### config.mk
export PLATFORM = sky130hd
export DESIGN_NAME = clint_timer
export DESIGN_NICKNAME = d
export VERILOG_FILES = /design/src/rtl/clint_timer.sv
export SDC_FILE = /design/constraint.sdc
export NUM_CORES = 1
export LEC_CHECK = 0
export ABC_AREA = 0
export CAP_MARGIN = 20
export CORE_UTILIZATION = 55
export CTS_BUF_LIST = sky130_fd_sc_hd__clkbuf_4
export CTS_CLUSTER_SIZE = 16
export DETAILED_ROUTE_END_ITERATION = 8
export PLACE_DENSITY_LB_ADDON = 0.2
export SYNTH_ARGS = -nofsm -noshare
export SYNTH_HDL_FRONTEND = slang
export SYNTH_SLANG_ARGS = --single-unit
### constraint.sdc
create_clock -name clk -period 5.7 [get_ports clk]
set_input_delay 0.855 -clock clk [delete_from_list [all_inputs] [get_ports clk]]
set_output_delay 0.855 -clock clk [all_outputs]
set_load 0.02 [all_outputs]
### src/rtl/clint_timer.sv
// clint_timer: RISC-V CLINT holding mtime, mtimecmp and msip.
// Drives the timer and software interrupts; rdata is registered with a 1-cycle latency.
module clint_timer #(
    parameter int          CLK_DIV        = 27,
    parameter logic [63:0] RESET_MTIMECMP = 64'hFFFF_FFFF_FFFF_FFFF
) (
    input  logic        clk,
    input  logic        reset,
    input  logic [15:0] addr,
    input  logic        ren,
    input  logic        wen,
    input  logic [31:0] wdata,
    input  logic [3:0]  byte_en,
    output logic [31:0] rdata,
    output logic        timer_irq,
    output logic        soft_irq,
    output logic        tick
);
    localparam logic [15:0] DIV_MAX = 16'(CLK_DIV - 1);

    logic [15:0] presc;
    logic [63:0] mtime, mtimecmp, mtime_n, cmp_n;
    logic [31:0] bmask, rd;
    logic        msip, step, unused;
    logic        sel_msip, sel_cmp_lo, sel_cmp_hi, sel_mt_lo, sel_mt_hi;

    assign unused     = ^addr[1:0];
    assign bmask      = {{8{byte_en[3]}}, {8{byte_en[2]}}, {8{byte_en[1]}}, {8{byte_en[0]}}};
    assign sel_msip   = addr[15:2] == 14'h0000;
    assign sel_cmp_lo = addr[15:2] == 14'h1000;
    assign sel_cmp_hi = addr[15:2] == 14'h1001;
    assign sel_mt_lo  = addr[15:2] == 14'h2FFE;
    assign sel_mt_hi  = addr[15:2] == 14'h2FFF;
    assign step       = presc == DIV_MAX;
    assign soft_irq   = msip;

    // A write to either mtime half overrides the increment, so that tick is dropped.
    always_comb begin
        mtime_n = step ? mtime + 64'd1 : mtime;
        if (wen && sel_mt_lo) mtime_n = {mtime[63:32], (mtime[31:0] & ~bmask) | (wdata & bmask)};
        if (wen && sel_mt_hi) mtime_n = {(mtime[63:32] & ~bmask) | (wdata & bmask), mtime[31:0]};
        cmp_n = mtimecmp;
        if (wen && sel_cmp_lo) cmp_n[31:0] = (mtimecmp[31:0] & ~bmask) | (wdata & bmask);
        if (wen && sel_cmp_hi) cmp_n[63:32] = (mtimecmp[63:32] & ~bmask) | (wdata & bmask);
    end

    always_comb begin
        rd = sel_msip   ? {31'd0, msip}    :
             sel_cmp_lo ? mtimecmp[31:0]   :
             sel_cmp_hi ? mtimecmp[63:32]  :
             sel_mt_lo  ? mtime[31:0]      :
             sel_mt_hi  ? mtime[63:32]     : 32'd0;
    end

    always_ff @(posedge clk or posedge reset) begin
        if (reset) begin
            presc     <= '0;
            mtime     <= '0;
            mtimecmp  <= RESET_MTIMECMP;
            msip      <= 1'b0;
            rdata     <= '0;
            timer_irq <= 1'b0;
            tick      <= 1'b0;
        end else begin
            presc     <= step ? 16'd0 : presc + 16'd1;
            tick      <= step;
            mtime     <= mtime_n;
            mtimecmp  <= cmp_n;
            timer_irq <= mtime >= mtimecmp;
            if (wen && sel_msip && byte_en[0]) msip <= wdata[0];
            if (ren) rdata <= rd;
        end
    end
endmodule

==> flow_metrics.py <==
metrics = {
    "synthesis": {
        "muxShareOfSynthArea": 0.106,
        "ys_async_sr_fraction": 1.00,
        "synth_xor_area_frac": 0.0118,
        "synthCells": 1164,
        "yosys.area_share.adder": 0.0752,
        "yosysWarnings": 0,
        "ys_ff_latch": 179,
        "yosysSeqAreaShare": 0.409,
        "synth_area_sq_um": 11200,
        "synth_top_area_share": 0.258,
        "syn_avg_cell_area_sq_um": 9.58,
        "synth_compound_area_frac": 0.171,
        "synth_cell_type_count": 78,
        "synthTopCellsByArea": "dfrtp_1, dfstp_2, mux2_2",
        "synth_edf_count": 0,
        "synth_top_family_by_area": "simple AND/OR/NAND/NOR gates",
        "yosys.area_share.simple": 0.176,
        "synth_top_area_cell": "dfrtp_1",
        "synth-main-ff-cell": "dfrtp_1",
        "syn_nets": 1287,
    },
    "outcome": {
        "status": "complete, no violations",
    },
    "power_and_ir_drop": {
        "power.internal_mw": 1.59,
        "swShare": 0.268,
        "seq_power_share": 0.598,
        "irDropWorstVdd_mv": 0.122,
        "power_mw": 2.17,
        "cellLeakagePower_nw": 5.10,
        "p_sw_uw": 583,
        "pwr-share-comb": 0.087,
        "powerDensity_nw_per_um2": 173,
        "p_clk_frac": 0.315,
    },
    "global_route": {
        "grt_pass1_vias": 9325,
        "grt_max_degree": 104,
        "antenna_found_initial": 1,
        "grt_pass1_wl_mm": 50.0,
        "grt_overflow": 0,
        "grt_usage": 0.316,
    },
    "sta": {
        "slew_viol_final": 0,
        "clock_skew_ns": 0.0240,
        "hold_viol": 0,
        "rsz0062_at_grt": "false",
        "slew_headroom": 0.208,
        "fmax_ghz": 0.285,
        "setup_violations": 0,
        "fin_setup_tns_ns": 0,
        "fin_crit_ns": 3.51,
        "max_slew.worst_pin.slew_ns": 1.18,
        "fin_crit_sh": 0.616,
    },
    "critical_path": {
        "crit_chain": "clkdlybuf4s50_1 > nand4b_4 > or4_1 > nor2_1 > buf_4 > a41oi_1 > o21ai_0 > o211ai_1",
        "cp_top_family": "simple AND/OR/NAND/NOR gates",
        "crit_type": "in -> reg",
        "cp-start-kind": "input pin",
        "cpMaxStageDelayCell": "nor2_1",
        "cp.required_ns": 6.19,
        "cpPeakStageDelay_ns": 0.92,
        "critPathBufInv": 2,
        "cp_data_arrival_time_ns": 4.00,
        "critical_path.max_fanout": 14,
        "crit_path_end_kind": "flop",
    },
    "clock_network": {
        "cts_buffer_depth": 2,
        "cts_buffers": 17,
        "worstSkewPairLatency_ns": 0.61,
        "postCtsResizedCells": 0,
        "clk_pin_slew_ns": 0.15,
        "cts_setup_buffers": 0,
        "cts-root-buf": "clkbuf_4",
        "cts_hold_buf": 0,
        "htreeDepth": 4,
        "clock-sinks": 179,
        "cts_tree": "done",
    },
    "drt": {
        "ant_nets": 0,
        "routedLengthMet1_mm": 13.5,
        "maxUsedRoutingLayer": "met4",
        "drc": 0,
        "via_per_inst": 6.49,
        "wl_per_cell_um": 20.9,
        "met3_length_mm": 2.61,
        "dr_wl_met2_mm": 14.8,
        "vias": 9844,
        "routed_wl_mm": 31.7,
        "drt_first_pass_iters": 8,
        "drt_iter0_drc": 1106,
    },
    "floorplan": {
        "pin_count": 91,
        "row_count": 51,
        "die_x_um": 144,
        "core_sq_um": 19700,
        "initial_core_util": 0.567,
        "die_h_um": 144,
        "dieArea_sq_um": 20800,
    },
    "place": {
        "dp_hpwl_mm": 23.0,
        "io_buffers": 88,
        "gp_congestion": 0.902,
    },
    "finish": {
        "final_nets": 1360,
        "final_util": 0.638,
        "syn_to_final_growth_pct": 12.4,
        "drive_gt1_frac": 0.184,
        "n_fill_cell": 1697,
    },
    "run": {
        "max_cap_violations": 0,
    },
    "min_path": {
        "min_path_type": "reg -> reg",
    },
}
-- metrics by stage --
step                hold WS, ns  cells  cell area (sq um)  setup WS, ns
floorplan                 0.446   1164              11200        0.0923
global placement          0.467   1481              12300          1.60
detailed placement        0.466   1481              12300          1.63
CTS                       0.488   1513              12500          2.26
global route              0.503   1516              12500          2.07
finish                    0.483   1516              12500          2.19
-- area by class of cell --
type | instances | area (sq um) | area share
Clock inverter | 14 | 114 | 0.00908
Sequential cell | 179 | 4560 | 0.364
Clock buffer | 18 | 135 | 0.0108
Inverter | 89 | 339 | 0.0271
Multi-Input combinational cell | 844 | 6040 | 0.482
Tap cell | 265 | 332 | 0.0265
Antenna cell | 1 | 2.50 | 0.000200
Timing Repair Buffer | 106 | 1010 | 0.0809
-- power groups by stage --
stage	sequential (mW)	clock (mW)	combinational, mW
floorplan	1.34	0	0.0651
global placement	1.32	0	0.189
detailed placement	1.32	0	0.191
CTS	1.30	0.693	0.191
global route	1.30	0.734	0.206
finish	1.30	0.683	0.190
-- layout by cell type, fill, tap and decap left out, types with 10 or more instances in the layout --
master           Yosys  layout
nand4_1             30      30
a22oi_1             13      13
o22ai_1             10      10
and3_1              21      21
buf_4                2      15
dfstp_2             64      64
mux2i_1             16      16
dfrtp_1            115     115
ha_1                67      67
nand2_1             85      85
nor4_1              11      11
o21ai_0             47      47
and4_1              16      16
nand3_1             52      52
a222oi_1            31      31
mux2_2              91      91
o211ai_1            15      15
a31oi_1             13      13
nor2_1              97      96
inv_1               89      88
a211oi_1            12      12
a21oi_1             77      77
xnor2_1             10      10
nor3_1              20      20
clkdlybuf4s50_1      0      86
clkbuf_4             0      18
-- cell families (layout without fill, tap and decap cells) --
| family | after synthesis | after routing |
|---|---|---|
| xor+xnor | 15 | 15 |
| buf+inv | 141 | 227 |
| mux | 107 | 107 |
| simple gates | 376 | 376 |
| flops | 179 | 179 |
| other cells | 0 | 1 |
| fa+ha+maj | 67 | 67 |
| compound gates | 279 | 279 |
-- synthesized netlist by cell type, types with 10 or more instances --
master	n
and4_1	16
o211ai_1	15
a22oi_1	13
nand4_1	30
nor2_1	97
inv_1	89
buf_2	10
dfrtp_1	115
nand2_1	85
clkbuf_1	35
ha_1	67
a31oi_1	13
and3_1	21
nand3_1	52
o21ai_0	47
mux2_2	91
a222oi_1	31
mux2i_1	16
xnor2_1	10
dfstp_2	64
a21oi_1	77
nor3_1	20
o22ai_1	10
nor4_1	11
a211oi_1	12
-- routing by layer --
layer  GRT usage  up-vias
li1            -     4513
met2       0.509      477
met1       0.426     4782
met3      0.0563       72
met4       0.113        0
met5           0        -
-- worst paths after layout --
check,start,to,slack [ns],cells after the start
worst max-delay path,addr[14],flop,2.19,8
worst min-delay path,presc[15]$_DFF_PP0_,presc[15]$_DFF_PP0_,0.48,1
worst max register to register,flop,flop,2.52,7
worst min register to register,presc[15]$_DFF_PP0_,presc[15]$_DFF_PP0_,0.48,1
max in group asynchronous,reset,async pin,3.86,3
min in group asynchronous,reset,tick$_DFF_PP0_,0.81,2
No activity file was read; power rests on OpenSTA's default activity.
